<file path="src/rtl/csr_file.sv">
// LoongArch CSR file: CRMD/PRMD/ECFG/ESTAT/ERA/BADV/EENTRY/SAVE0-3 with exception/ertn handling.
// Define CSR_TIMER_EN to build TID/TCFG/TVAL/TICLR and the ESTAT.IS[11] timer interrupt.
module csr_file #(
    parameter int PALEN = 32
) (
    input  logic        clk,
    input  logic        reset,
    input  logic        csr_re,
    input  logic [13:0] csr_num,
    output logic [31:0] csr_rvalue,
    input  logic        csr_we,
    input  logic [31:0] csr_wmask,
    input  logic [31:0] csr_wvalue,
    input  logic        wb_ex,
    input  logic [5:0]  wb_ecode,
    input  logic [8:0]  wb_esubcode,
    input  logic [31:0] wb_pc,
    input  logic [31:0] wb_vaddr,
    input  logic        ertn_flush,
    input  logic [7:0]  hw_int_in,
    input  logic        ipi_int_in,
    input  logic [31:0] coreid_in,
    output logic [31:0] csr_eentry,
    output logic [31:0] csr_era,
    output logic        has_int
);
    localparam logic [13:0] CsrCrmd   = 14'h0;
    localparam logic [13:0] CsrPrmd   = 14'h1;
    localparam logic [13:0] CsrEcfg   = 14'h4;
    localparam logic [13:0] CsrEstat  = 14'h5;
    localparam logic [13:0] CsrEra    = 14'h6;
    localparam logic [13:0] CsrBadv   = 14'h7;
    localparam logic [13:0] CsrEentry = 14'hc;
    localparam logic [13:0] CsrSave0  = 14'h30;
    localparam logic [13:0] CsrSave1  = 14'h31;
    localparam logic [13:0] CsrSave2  = 14'h32;
    localparam logic [13:0] CsrSave3  = 14'h33;
    localparam logic [13:0] CsrTid    = 14'h40;
    localparam logic [13:0] CsrTcfg   = 14'h41;
    localparam logic [13:0] CsrTval   = 14'h42;
    localparam logic [13:0] CsrTiclr  = 14'h44;

    logic [8:0]       r_crmd;
    logic [2:0]       r_prmd;
    logic [12:0]      r_ecfg;
    logic [1:0]       r_is_sw;
    logic [7:0]       r_is_hw;
    logic             r_is_ipi;
    logic [5:0]       r_ecode;
    logic [8:0]       r_esubcode;
    logic [PALEN-1:0] r_era;
    logic [PALEN-1:0] r_badv;
    logic [25:0]      r_eentry_va;
    logic [PALEN-1:0] r_save0, r_save1, r_save2, r_save3;

    logic        w_wen;
    logic        w_is_timer;
    logic [12:0] w_is;
    logic [31:0] w_estat;
    logic [31:0] w_rdata;
    logic [31:0] w_new;

    // csr_we loses to any same-cycle exception or ertn commit
    assign w_wen   = csr_we & ~wb_ex & ~ertn_flush;
    assign w_is    = {r_is_ipi, w_is_timer, 1'b0, r_is_hw, r_is_sw};
    assign w_estat = {1'b0, r_esubcode, r_ecode, 3'b0, w_is};
    assign w_new   = (w_rdata & ~csr_wmask) | (csr_wvalue & csr_wmask);

`ifdef CSR_TIMER_EN
    logic [31:0] r_tid, r_tcfg, r_tval;
    logic        r_is_timer;
    logic        w_tcfg_wr, w_ticlr_wr, w_fire, w_hold;

    assign w_tcfg_wr  = w_wen && (csr_num == CsrTcfg);
    assign w_ticlr_wr = w_wen && (csr_num == CsrTiclr) && w_new[0];
    assign w_fire     = r_tcfg[0] && (r_tval == 32'h0);
    // A one-shot timer parks at all-ones after firing
    assign w_hold     = (r_tval == 32'hffffffff) && !r_tcfg[1];
    assign w_is_timer = r_is_timer;

    always_ff @(posedge clk) begin
        if (reset) begin
            r_tid      <= coreid_in;
            r_tcfg     <= 32'h0;
            r_tval     <= 32'hffffffff;
            r_is_timer <= 1'b0;
        end else begin
            if (w_wen && (csr_num == CsrTid)) r_tid <= w_new;
            if (w_tcfg_wr) begin
                r_tcfg <= w_new;
                r_tval <= {w_new[31:2], 2'b0};
            end else if (w_fire) begin
                r_tval <= r_tcfg[1] ? {r_tcfg[31:2], 2'b0} : 32'hffffffff;
            end else if (r_tcfg[0] && !w_hold) begin
                r_tval <= r_tval - 32'd1;
            end
            if (w_fire && !w_tcfg_wr) r_is_timer <= 1'b1;
            else if (w_ticlr_wr)      r_is_timer <= 1'b0;
        end
    end
`else
    logic w_unused_coreid;
    assign w_unused_coreid = ^coreid_in;
    assign w_is_timer      = 1'b0;
`endif

    always_comb begin
        w_rdata = 32'h0;
        case (csr_num)
            CsrCrmd:   w_rdata = {23'h0, r_crmd};
            CsrPrmd:   w_rdata = {29'h0, r_prmd};
            CsrEcfg:   w_rdata = {19'h0, r_ecfg};
            CsrEstat:  w_rdata = w_estat;
            CsrEra:    w_rdata = r_era;
            CsrBadv:   w_rdata = r_badv;
            CsrEentry: w_rdata = {r_eentry_va, 6'h0};
            CsrSave0:  w_rdata = r_save0;
            CsrSave1:  w_rdata = r_save1;
            CsrSave2:  w_rdata = r_save2;
            CsrSave3:  w_rdata = r_save3;
`ifdef CSR_TIMER_EN
            CsrTid:    w_rdata = r_tid;
            CsrTcfg:   w_rdata = r_tcfg;
            CsrTval:   w_rdata = r_tval;
`endif
            default:   w_rdata = 32'h0;
        endcase
    end

    always_ff @(posedge clk) begin
        if (reset) begin
            r_crmd      <= 9'h8;
            r_prmd      <= 3'h0;
            r_ecfg      <= 13'h0;
            r_is_sw     <= 2'h0;
            r_is_hw     <= 8'h0;
            r_is_ipi    <= 1'b0;
            r_ecode     <= 6'h0;
            r_esubcode  <= 9'h0;
            r_era       <= '0;
            r_badv      <= '0;
            r_eentry_va <= 26'h0;
            r_save0     <= '0;
            r_save1     <= '0;
            r_save2     <= '0;
            r_save3     <= '0;
        end else begin
            r_is_hw  <= hw_int_in;
            r_is_ipi <= ipi_int_in;
            if (wb_ex) begin
                r_prmd      <= r_crmd[2:0];
                r_crmd[2:0] <= 3'h0;
                r_era       <= wb_pc;
                r_ecode     <= wb_ecode;
                r_esubcode  <= wb_esubcode;
                if (wb_ecode == 6'h8 || wb_ecode == 6'h9) r_badv <= wb_vaddr;
            end else if (ertn_flush) begin
                r_crmd[2:0] <= r_prmd;
            end else if (w_wen) begin
                case (csr_num)
                    CsrCrmd:   r_crmd      <= w_new[8:0];
                    CsrPrmd:   r_prmd      <= w_new[2:0];
                    CsrEcfg:   r_ecfg      <= w_new[12:0] & 13'h1bff;
                    CsrEstat:  r_is_sw     <= w_new[1:0];
                    CsrEra:    r_era       <= w_new;
                    CsrBadv:   r_badv      <= w_new;
                    CsrEentry: r_eentry_va <= w_new[31:6];
                    CsrSave0:  r_save0     <= w_new;
                    CsrSave1:  r_save1     <= w_new;
                    CsrSave2:  r_save2     <= w_new;
                    CsrSave3:  r_save3     <= w_new;
                    default:   ;
                endcase
            end
        end
    end

    assign csr_rvalue = csr_re ? w_rdata : 32'h0;
    assign csr_eentry = {r_eentry_va, 6'h0};
    assign csr_era    = r_era;
    assign has_int    = r_crmd[2] & |(w_is & r_ecfg);

endmodule

</file>
<file path="config.mk">
export PLATFORM = sky130hd
export DESIGN_NAME = csr_file
export DESIGN_NICKNAME = d
export VERILOG_FILES = /design/src/rtl/csr_file.sv
export SDC_FILE = /design/constraint.sdc
export NUM_CORES = 1
export LEC_CHECK = 0
export ABC_AREA = 0
export CAP_MARGIN = 20
export CORE_ASPECT_RATIO = 1.75
export CORE_UTILIZATION = 51
export DETAILED_ROUTE_END_ITERATION = 10
export HOLD_SLACK_MARGIN = 0.02
export PLACE_DENSITY = 0.81
export RECOVER_POWER = 100
export REMOVE_ABC_BUFFERS = 1
export SYNTH_ARGS = -nofsm -noshare
export SYNTH_HDL_FRONTEND = slang
export SYNTH_SLANG_ARGS = --single-unit
</file>
<file path="constraint.sdc">
create_clock -name clk -period 3.5 [get_ports clk]
set_clock_uncertainty 0.2 [all_clocks]
set_input_delay 0.35 -clock clk [delete_from_list [all_inputs] [get_ports clk]]
set_output_delay 0.35 -clock clk [all_outputs]
set_load 0.02 [all_outputs]
</file>
Word level (Yosys, flattened, before mapping) --
Cells that the tools add are included.
Word-level totals: register bits after elaboration 268, input port bits 204, output and inout bits 97, word-level logic and storage cells 80
Operators by class: equality and inequality tests 14, multiplexer cells 18, bitwise operators 10, reduce and logical (&&, ||, !) cells 22
Operators by type and width (count):
- case mux 32 bit (11 select lines) | 1
- 2-to-1 mux 32 bit | 10
- AND 32 bit | 2
- == test 14 x 3 -> 1 bit, second input constant | 4
- == test 14 x 6 -> 1 bit, second input constant | 4
- AND reduction 4 bit | 9
- inverter 32 bit | 1
- bitwise OR 32 bit | 1
- 2-to-1 mux 3 bit | 7
- == test 14 x 1 -> 1 bit, second input constant | 1
- == test 14 x 4 -> 1 bit, second input constant | 1
- zero test 14 bit | 1
- AND 13 bit | 1
- OR reduction 13 bit | 1
- == test 6 x 4 -> 1 bit, second input constant | 2
- nonzero test 2 bit | 6
- AND reduction 3 bit | 2
- AND 1 bit | 3
- inequality test 2 x 1 -> 1 bit, second input constant | 1
- inequality test 2 bit, second input constant | 1
- inverter 1 bit | 2
- AND reduction 2 bit | 1
- OR reduction 2 bit | 1
- logical OR 1 bit | 1

Depth between registers and ports, before layout --
Gate-level depths: netlist (run 1).
word-level depth 8, mapped depth 11, gate-level depth less buffers 6

Worst setup path after synthesis (run 1) --
Ideal clock, no wire load.
path kind input port to output port, start input csr_num[9], end output csr_rvalue[27], data arrival time 2.278 ns, data required time 2.950 ns, slack 0.672 ns, stages on the path 7, buffers on the path 3, cell sequence or4_1 -> buf_4 -> nor4_4 -> buf_6 -> buf_2 -> a22oi_1 -> a21boi_0
On the way: longest elaborated chain between the ends 3, elaborated cells on any way between the ends 13, those cells by class eq/ne: 10; mux: 2; reduce/logical: 1
RTL lines:
- from (decl) | RTL line 9 | input logic [13:0] csr_num,
- == test 14 x 6 -> 1 bit, or another cell as far along | RTL line 109 | case (csr_num)
- case mux 32 bit (11 select lines) * | RTL line 109
- 2-to-1 mux 32 bit * | RTL line 178 | assign csr_rvalue = csr_re ? w_rdata : 32'h0;
- to (decl) | RTL line 10 | output logic [31:0] csr_rvalue,
Mark *: on every way between the ends. The rest lies on a longest branch, timed or not.

Worst setup path after layout (run 1) --
start input csr_num[5], end output csr_rvalue[8]
The elaborated chain is that of the path after synthesis.

==> results of run 1 <==
## final cells by class
class / instances / area (sq um) / area share
multi-input combinational: 1130 / 7180 / 0.403
sequential: 268 / 5370 / 0.301
timing repair buffer: 429 / 3950 / 0.221
clock buffer: 29 / 671 / 0.0376
tap: 316 / 395 / 0.0222
clock inverter: 16 / 184 / 0.0103
inverter: 26 / 97.6 / 0.00547
antenna: 2 / 5.00 / 0.000280
## critical path: cells and delay by family
kind	cells	cell delay, ps
AO/OA/AOI/OAI	2	480
AND/OR/NAND/NOR	3	540
buffers and inverters	5	1560
## state kept, by name, summed over array words and instances, names as in the netlist
register / flops
r_is_ipi: 1
r_badv: 32
r_crmd: 9
r_save2: 32
r_save1: 32
r_save3: 32
csr_era: 32
r_prmd: 3
r_esubcode: 9
r_ecfg: 12
r_is_sw: 2
r_ecode: 6
r_is_hw: 8
r_save0: 32
r_eentry_va: 26
## placed cells by master, fill, tap and decap left out, types with 26 or more instances in the layout
master and instances:
dfxtp_1 268, nand3_1 179, clkdlybuf4s50_1 171, o21ai_0 148, nand2_1 120, buf_4 112
nor2_1 96, a21oi_1 92, dlygate4sd3_1 60, a211oi_1 46, mux2i_1 38, nor2b_1 31
clkbuf_1 30, mux4_2 26
## power groups by stage
stage / logic, uW / clock network (uW) / registers, uW
floorplan: 245 / 0 / 3210
global placement: 785 / 0 / 3200
detailed placement: 794 / 0 / 3200
CTS: 800 / 2870 / 3130
global route: 836 / 3000 / 3130
finish: 800 / 2870 / 3130
## what timing repair did
action | 4_1_cts | 5_1_grt
pin swaps | 1 | 0
gates cloned | 1 | 0
hold buffers | 1 | 0
setup buffers | 2 | 0
endpoints found under the setup margin | 26 | 11
gates resized for setup | 25 | 16
endpoints found under the hold margin | 6 | 0
## final timing paths
kind | start | endpoint | slack [ps]
min reg2reg | r_save3[2] | r_save3[2] | 250
max reg2reg | r_save3[12] | r_save3[12] | 980
max | csr_num[5] | csr_rvalue[8] | 20
min | hw_int_in[7] | r_is_hw[7] | 170
## per-layer routing
layer	GRT usage	vias up	wire length (um)
met1	0.454	6887	18200
met3	0.0566	324	5140
met2	0.659	1060	25700
li1	-	6434	-
met5	0	-	0
met4	0.315	0	4960
## metrics by stage
stage	instance area [sq um]	hold WS, ps
2_1_floorplan	12600	219
3_3_place_gp	17200	235
3_5_place_dp	17200	243
4_1_cts	18100	169
5_1_grt	17800	174
6_report	17800	169
## kinds of logic (layout without fill, tap and decap cells)
logic type             after synthesis  in the layout  synth area share
AOI/OAI and AO/OA                  477            477             0.235
and+or+nand+nor                    561            561             0.213
other                                1              8          0.000282
buffers and inverters              173            500            0.0564
muxes                               86             86            0.0914
DFF                                268            268             0.404
==> impl_metrics.json, run 1 <==
{
  "cp_data_arrival_time_ps": 2930,
  "vias_per_cell": 6.64,
  "die_x_um": 124,
  "required_ps": 2950,
  "post-synth-top-area-cell": "dfxtp_1",
  "antenna_found_initial": 2,
  "synth_edf_count": 0,
  "synth_seq_cells": 268,
  "setup_ws_ps": 22.1,
  "period_share": 0.994,
  "maxSlewViolCount": 40,
  "grtUsageTotal": 0.400,
  "drive_gt1_frac": 0.141,
  "pre_cts_ws_ps": -173,
  "synth_commonest_cells": "dfxtp_1, nand3_1, o21ai_0",
  "ios": 301,
  "gp_congestion": 0.947,
  "worst_slew_pin_slew_ps": 1690,
  "hold_viol": 0,
  "rsz0062_at_grt": "no",
  "p_sw_uw": 1730,
  "vias": 14700,
  "drc": 0,
  "fin_cells": 2216,
  "dieArea_sq_mm": 0.0267,
  "utilization": 0.702,
  "seq_area_frac_synth": 0.404,
  "wl_um": 54000,
  "avgRoutedWirePerCell_um": 24.4,
  "vdd_drop_max_v": 0.000403,
  "layout_min_cycle_time_ps": 3480,
  "core_area_sq_mm": 0.0254,
  "synth-async-reset-ratio": 0,
  "max_stage_delay_ps": 600,
  "yosys-top-cells-area": "dfxtp_1, nand3_1, o21ai_0, mux4_2, nand2_1",
  "p_comb_frac": 0.118,
  "p_sw_frac": 0.255,
  "layout.nets": 2084,
  "total_power_uw": 6800,
  "rows": 77,
  "grt_max_degree": 70,
  "critPathMostFrequentCell": "buf_4",
  "max_freq_mhz": 288,
  "clock_latency_ps": 530,
  "power_leakage_uw": 0.00659,
  "fill_cells": 2041,
  "violations": "max-capacitance violations, max-slew violations",
  "hold_path.class": "input port to flip-flop",
  "numPortBuffers": 262,
  "ys_types": 80,
  "grt_pass1_wl_um": 80800,
  "outcome": "finished, violations left",
  "cp_slowest_cell": "clkdlybuf4s50_1",
  "yosys_most_used_dff": "dfxtp_1",
  "slew_headroom": -0.127,
  "internal_power_uw": 5070,
  "cts.clk_slew.worst_paths_ps": 70,
  "maxCapViolCount": 1,
  "yosysTopAreaCellShare": 0.404,
  "die_h_um": 215,
  "r2r_cells": 7,
  "synth_cells": 1566,
  "crit_path_cell_trace": "clkdlybuf4s50_1 -> buf_4 -> nor4_4 -> buf_4 -> nand2_1 -> o32a_1 -> a31oi_1 -> buf_4 -> and2_1 -> clkdlybuf4s50_1",
  "power.share.clock": 0.422,
  "clock_sinks": 268,
  "path_max_fanout": 6,
  "yosysMostFrequentCell": "dfxtp_1",
  "finalSetupViolations": 0,
  "yosysWarnings": 0,
  "fin_setup_tns_ps": 0,
  "antenna_left": 0,
  "start_util": 0.522,
  "post-dp-hpwl_um": 37200,
  "area_growth_syn_to_layout_pct": 34.4,
  "cts_tree": "done",
  "ctsRootBufferMaster": "clkbuf_16",
  "postSynthAreaPerCell_sq_um": 8.48,
  "critical_path_class": "input port to output pin",
  "dr.pass1.iters": 6,
  "holdPathStages": 2,
  "mappedNetlistArea_sq_mm": 0.0133,
  "grt_pass1_vias": 14800,
  "cts_buffers": 25,
  "pwr-share-seq": 0.460,
  "clockBufferDepth": 3,
  "h-tree-depth": 1,
  "powerDensity_mw_per_mm2": 381,
  "grt-ovfl-total": 0,
  "first_iter_violations": 1575,
  "worst_setup_path_end_kind": "output pin",
  "dp_cells": 2165,
  "cp-start-kind": "input port"
}
Power figures use the tool's default switching activity.
==> run 2, diff against run 1 <==
==> constraint.sdc (replaced) <==
create_clock -name clk -period 3.5 [get_ports clk]
set_clock_uncertainty 0.2 [all_clocks]
set_input_delay 0.7 -clock clk [delete_from_list [all_inputs] [get_ports clk]]
set_output_delay 0.7 -clock clk [all_outputs]
set_load 0.02 [all_outputs]
==> run 2 against run 1 <==
The flow finishes with violations (max-capacitance violations, max-slew violations, negative setup slack). Final cell count is 4.0% higher. Combinational power rose by 7.6%. First-iteration DRC count decreased by 9.3%. Hold slack improved by 84 ps. Die area did not move. Sequential cell count is the same. Design area grew 5.1%. Fmax down 1.8%. Critical path type unchanged. Largest cell class unchanged.
==> impl_metrics.json, run 2 (synthesis results as in run 1) <==
{
  "slew_headroom": -0.269,
  "clockBufferDepth": 3,
  "post-dp-hpwl_um": 39600,
  "drc": 0,
  "dr.pass1.iters": 6,
  "layout_min_cycle_time_ps": 3540,
  "fin_cells": 2305,
  "holdWs_ps": 253,
  "outcome": "finished, violations left",
  "hold_buffers": 0,
  "violations": "max-capacitance violations, max-slew violations, negative setup slack",
  "numPortBuffers": 262,
  "wl_um": 56300,
  "worst_slew_pin_slew_ps": 1900,
  "setup_ws_ps": -42.3,
  "required_ps": 2600,
  "ctsRootBufferMaster": "clkbuf_16",
  "maxCapViolCount": 3,
  "total_power_uw": 6860,
  "area_growth_syn_to_layout_pct": 41.3,
  "powerDensity_mw_per_mm2": 366,
  "layout.nets": 2175,
  "period_share": 1.01,
  "h-tree-depth": 1,
  "vias_per_cell": 6.55,
  "utilization": 0.737,
  "antenna_found_initial": 2,
  "grt_pass1_wl_um": 84200,
  "dp_cells": 2239,
  "cts_tree": "done",
  "final_cell_mix": "dfxtp_1, buf_4, nand3_1, clkdlybuf4s50_1, o21ai_0",
  "vdd_drop_max_v": 0.000442,
  "final_common_cell": "dfxtp_1",
  "cts_buffers": 25,
  "worst_setup_path_end_kind": "output pin",
  "clock_latency_ps": 530,
  "drive_gt1_frac": 0.214,
  "antenna_left": 0,
  "grt-ovfl-total": 0,
  "first_iter_violations": 1429,
  "grt_max_degree": 78,
  "cp_data_arrival_time_ps": 2640,
  "hold_viol": 0,
  "grt_pass1_vias": 15000,
  "hold_path.class": "flip-flop to flip-flop",
  "path_max_fanout": 5,
  "cts.clk_slew.worst_paths_ps": 70,
  "gp_congestion": 0.962,
  "maxSlewViolCount": 178,
  "clock_sinks": 268,
  "finalSetupViolations": 3,
  "avgRoutedWirePerCell_um": 24.4,
  "cp-start-kind": "input port",
  "core_area_sq_mm": 0.0254,
  "critical_path_class": "input port to output pin",
  "die_x_um": 124,
  "rsz0062_at_grt": "yes",
  "vias": 15100,
  "rows": 77,
  "ios": 301,
  "power_leakage_uw": 0.00713,
  "max_freq_mhz": 282,
  "start_util": 0.522,
  "grtUsageTotal": 0.418,
  "dieArea_sq_mm": 0.0267,
  "pre_cts_ws_ps": -917,
  "die_h_um": 215
}
==> run 2: final timing paths <==
check,endpoint,cells past startpoint,from,slack (ps)
max reg2reg,r_save3[9],7,r_save3[9],910
min reg2reg,r_save3[2],2,r_save3[2],250
min,r_save3[2],2,r_save3[2],250
max,csr_rvalue[17],10,csr_num[6],-40
==> run 2: stage by stage <==
step,TNS (ps),area (sq um)
after floorplan,-120190,12600
after global placement,-34330,17800
after detailed placement,-40140,17800
after CTS,-75.4,18800
after global routing,-407,18800
final,-54.5,18800
==> run 2: report_power, final <==
group	internal [uW]	switching (uW)
logic	410	451
registers	3090	36.7
clock network	1680	1200
total	5180	1680
==> run 2: layout make-up <==
class,count,area [sq um]
Timing Repair Buffer,520,4660
Clock buffer,37,741
Sequential cell,268,5370
Fill cell,1935,6680
Inverter,26,100
Antenna cell,2,5.00
Multi-Input combinational cell,1130,7380
Tap cell,316,395
Clock inverter,6,105
==> run 2: repair_timing <==
action | in CTS | in global routing
endpoints found under the setup margin | 32 | 32
setup buffers | 13 | 9
hold endpoints to repair | 0 | 0
resized for setup | 191 | 52
pin swaps | 14 | 20
cloned | 2 | 0
==> run 2: worst max-delay path: stages <==
cell,delay [ps]
buf_6,90
or4_4,580
nor4_4,270
buf_4,170
buf_8,130
buf_12,140
and3_4,200
a211oi_2,40
nor2b_1,140
buf_4,160
==> run 2: routing by layer <==
metal / vias up / GRT usage / wire [um]
li1: 6628 / - / -
met1: 7165 / 0.462 / 18900
met2: 994 / 0.686 / 27100
met3: 306 / 0.0769 / 5160
met4: 0 / 0.335 / 5140
met5: - / 0 / 0
==> run 3, diff against run 2 <==
Clock period 3.5 ns to 3.7 ns, I/O delays scaled along.
==> run 3 against run 2 <==
The flow finishes with violations (max-capacitance violations, max-slew violations). Sequential power decreased by 5%. Final cell count is essentially flat. Combinational power down 6.4%. Critical path type unchanged. Largest power group unchanged. Highest routed layer unchanged.
==> impl_metrics.json, run 3 (synthesis results as in run 1) <==
{
  "layout.nets": 2173,
  "cp_data_arrival_time_ps": 2720,
  "outcome": "finished, violations left",
  "worst_slew_pin_slew_ps": 1970,
  "avgRoutedWirePerCell_um": 24.7,
  "required_ps": 2760,
  "holdPathStages": 2,
  "holdWs_ps": 257,
  "maxCapViolCount": 2,
  "ctsRootBufferMaster": "clkbuf_16",
  "drc": 0,
  "die_x_um": 124,
  "antenna_found_initial": 3,
  "crit_path_cell_trace": "dlygate4sd2_1 -> buf_4 -> nor4bb_4 -> buf_12 -> buf_4 -> buf_4 -> nand3_1 -> a21oi_1 -> a221o_1 -> and2_1 -> clkbuf_2",
  "hold_path.class": "flip-flop to flip-flop",
  "wl_um": 57100,
  "fin_setup_tns_ps": 0,
  "grtUsageTotal": 0.430,
  "cts_buffers": 24,
  "power_leakage_uw": 0.00705,
  "drive_gt1_frac": 0.208,
  "worst_setup_path_end_kind": "output pin",
  "hold_buffers": 0,
  "gp_congestion": 0.981,
  "post-dp-hpwl_um": 39300,
  "final_common_cell": "dfxtp_1",
  "hold_viol": 0,
  "clock_sinks": 268,
  "grt_max_degree": 82,
  "clockBufferDepth": 3,
  "cts.clk_slew.worst_paths_ps": 70,
  "p_comb_frac": 0.124,
  "pwr-share-seq": 0.454,
  "max_stage_delay_ps": 340,
  "dr.pass1.iters": 6,
  "grt_pass1_vias": 15300,
  "grt-ovfl-total": 0,
  "maxSlewViolCount": 152,
  "final_cell_mix": "dfxtp_1, buf_4, nand3_1, clkdlybuf4s50_1, o21ai_0",
  "cp-start-kind": "input port",
  "worst-path-stages": 11,
  "cts_tree": "done",
  "core_area_sq_mm": 0.0254,
  "h-tree-depth": 1,
  "cp_top_family": "buffers and inverters",
  "layout_min_cycle_time_ps": 3660,
  "max_freq_mhz": 273,
  "grt_pass1_wl_um": 86400,
  "path_buf_inv": 6,
  "vias": 15100,
  "start_util": 0.522,
  "antenna_left": 0,
  "period_share": 0.991,
  "vdd_drop_max_v": 0.000295,
  "power.share.clock": 0.422,
  "critical_path_class": "input port to output pin",
  "slew_headroom": -0.311,
  "finalSetupViolations": 0,
  "dp_cells": 2237,
  "critPathMostFrequentCell": "buf_4",
  "rows": 77,
  "fin_cells": 2307,
  "die_h_um": 215,
  "internal_power_uw": 4870,
  "violations": "max-capacitance violations, max-slew violations",
  "dieArea_sq_mm": 0.0267,
  "first_iter_violations": 1621,
  "cp_slowest_cell": "nor4bb_4",
  "p_sw_uw": 1650,
  "powerDensity_mw_per_mm2": 349,
  "area_growth_syn_to_layout_pct": 40.7,
  "numPortBuffers": 262,
  "p_sw_frac": 0.253,
  "path_max_fanout": 6,
  "ios": 301,
  "r2r_cells": 8,
  "vias_per_cell": 6.54,
  "clock_latency_ps": 540
}
-- run 3: cell types whose count changed in the layout (fill, tap and decap cells not counted), sizes merged --
cell and delta:
clkinv +1, dlygate4sd2 +2, buf -31, inv +2
clkinvlp +3, dlygate4sd3 +2, clkbuf +19, bufinv +1
diode +3
-- run 3: what timing repair did --
action / 4_1_cts / 5_1_grt
endpoints found under the setup margin: 32 / 29
resized for setup: 186 / 22
endpoints found under the hold margin: 0 / 0
buffers inserted: 14 / 6
gates cloned: 3 / 0
pin swaps: 21 / 9
-- run 3: routing by layer --
metal  global-route usage  share of wire
met5                    0              0
met4                0.355          0.091
met3               0.0885          0.093
met2                0.694           0.48
met1                0.476           0.34
-- run 3: metrics by stage --
stage	setup slack [ps]	power, uW	area (sq um)	util
detailed placement	-810	3810	17700	0.697
global route	-39.1	6660	18700	0.734
floorplan	-652	3270	12600	-
CTS	3.84	6490	18800	0.741
global placement	-780	3800	17700	0.697
finish	35.1	6520	18700	0.734
-- run 3: power by group through the flow --
stage | sequential [uW] | combinational [uW] | clock [uW]
finish | 2960 | 806 | 2750
global placement | 3020 | 780 | 0
detailed placement | 3030 | 789 | 0
global route | 2960 | 843 | 2860
floorplan | 3040 | 232 | 0
CTS | 2960 | 796 | 2730
-- run 3: final timing paths --
check / start / endpoint / slack, ps
worst max-delay path: csr_num[6] / csr_rvalue[9] / 40
worst min register to register: r_save1[0] / r_save1[0] / 260
worst max register to register: r_save3[6] / r_save2[6] / 1080
worst min-delay path: r_save1[0] / r_save1[0] / 260
-- run 3: cell type report --
class	instances	area [sq um]
clock buffers	30	664
repair buffers	519	4600
flip-flops and latches	268	5370
multi-input cells	1130	7360
fillers	1963	6760
inverters	26	100
diodes	5	12.5
well taps	316	395
clock inverters	13	184
-- run 3: worst register-to-register path: cells and delay by family (launching register included) --
family	cells	cell delay (ps)
AOI/OAI and AO/OA	3	730
DFF	1	310
and+or+nand+nor	2	260
buffers and inverters	2	420
muxes	1	490
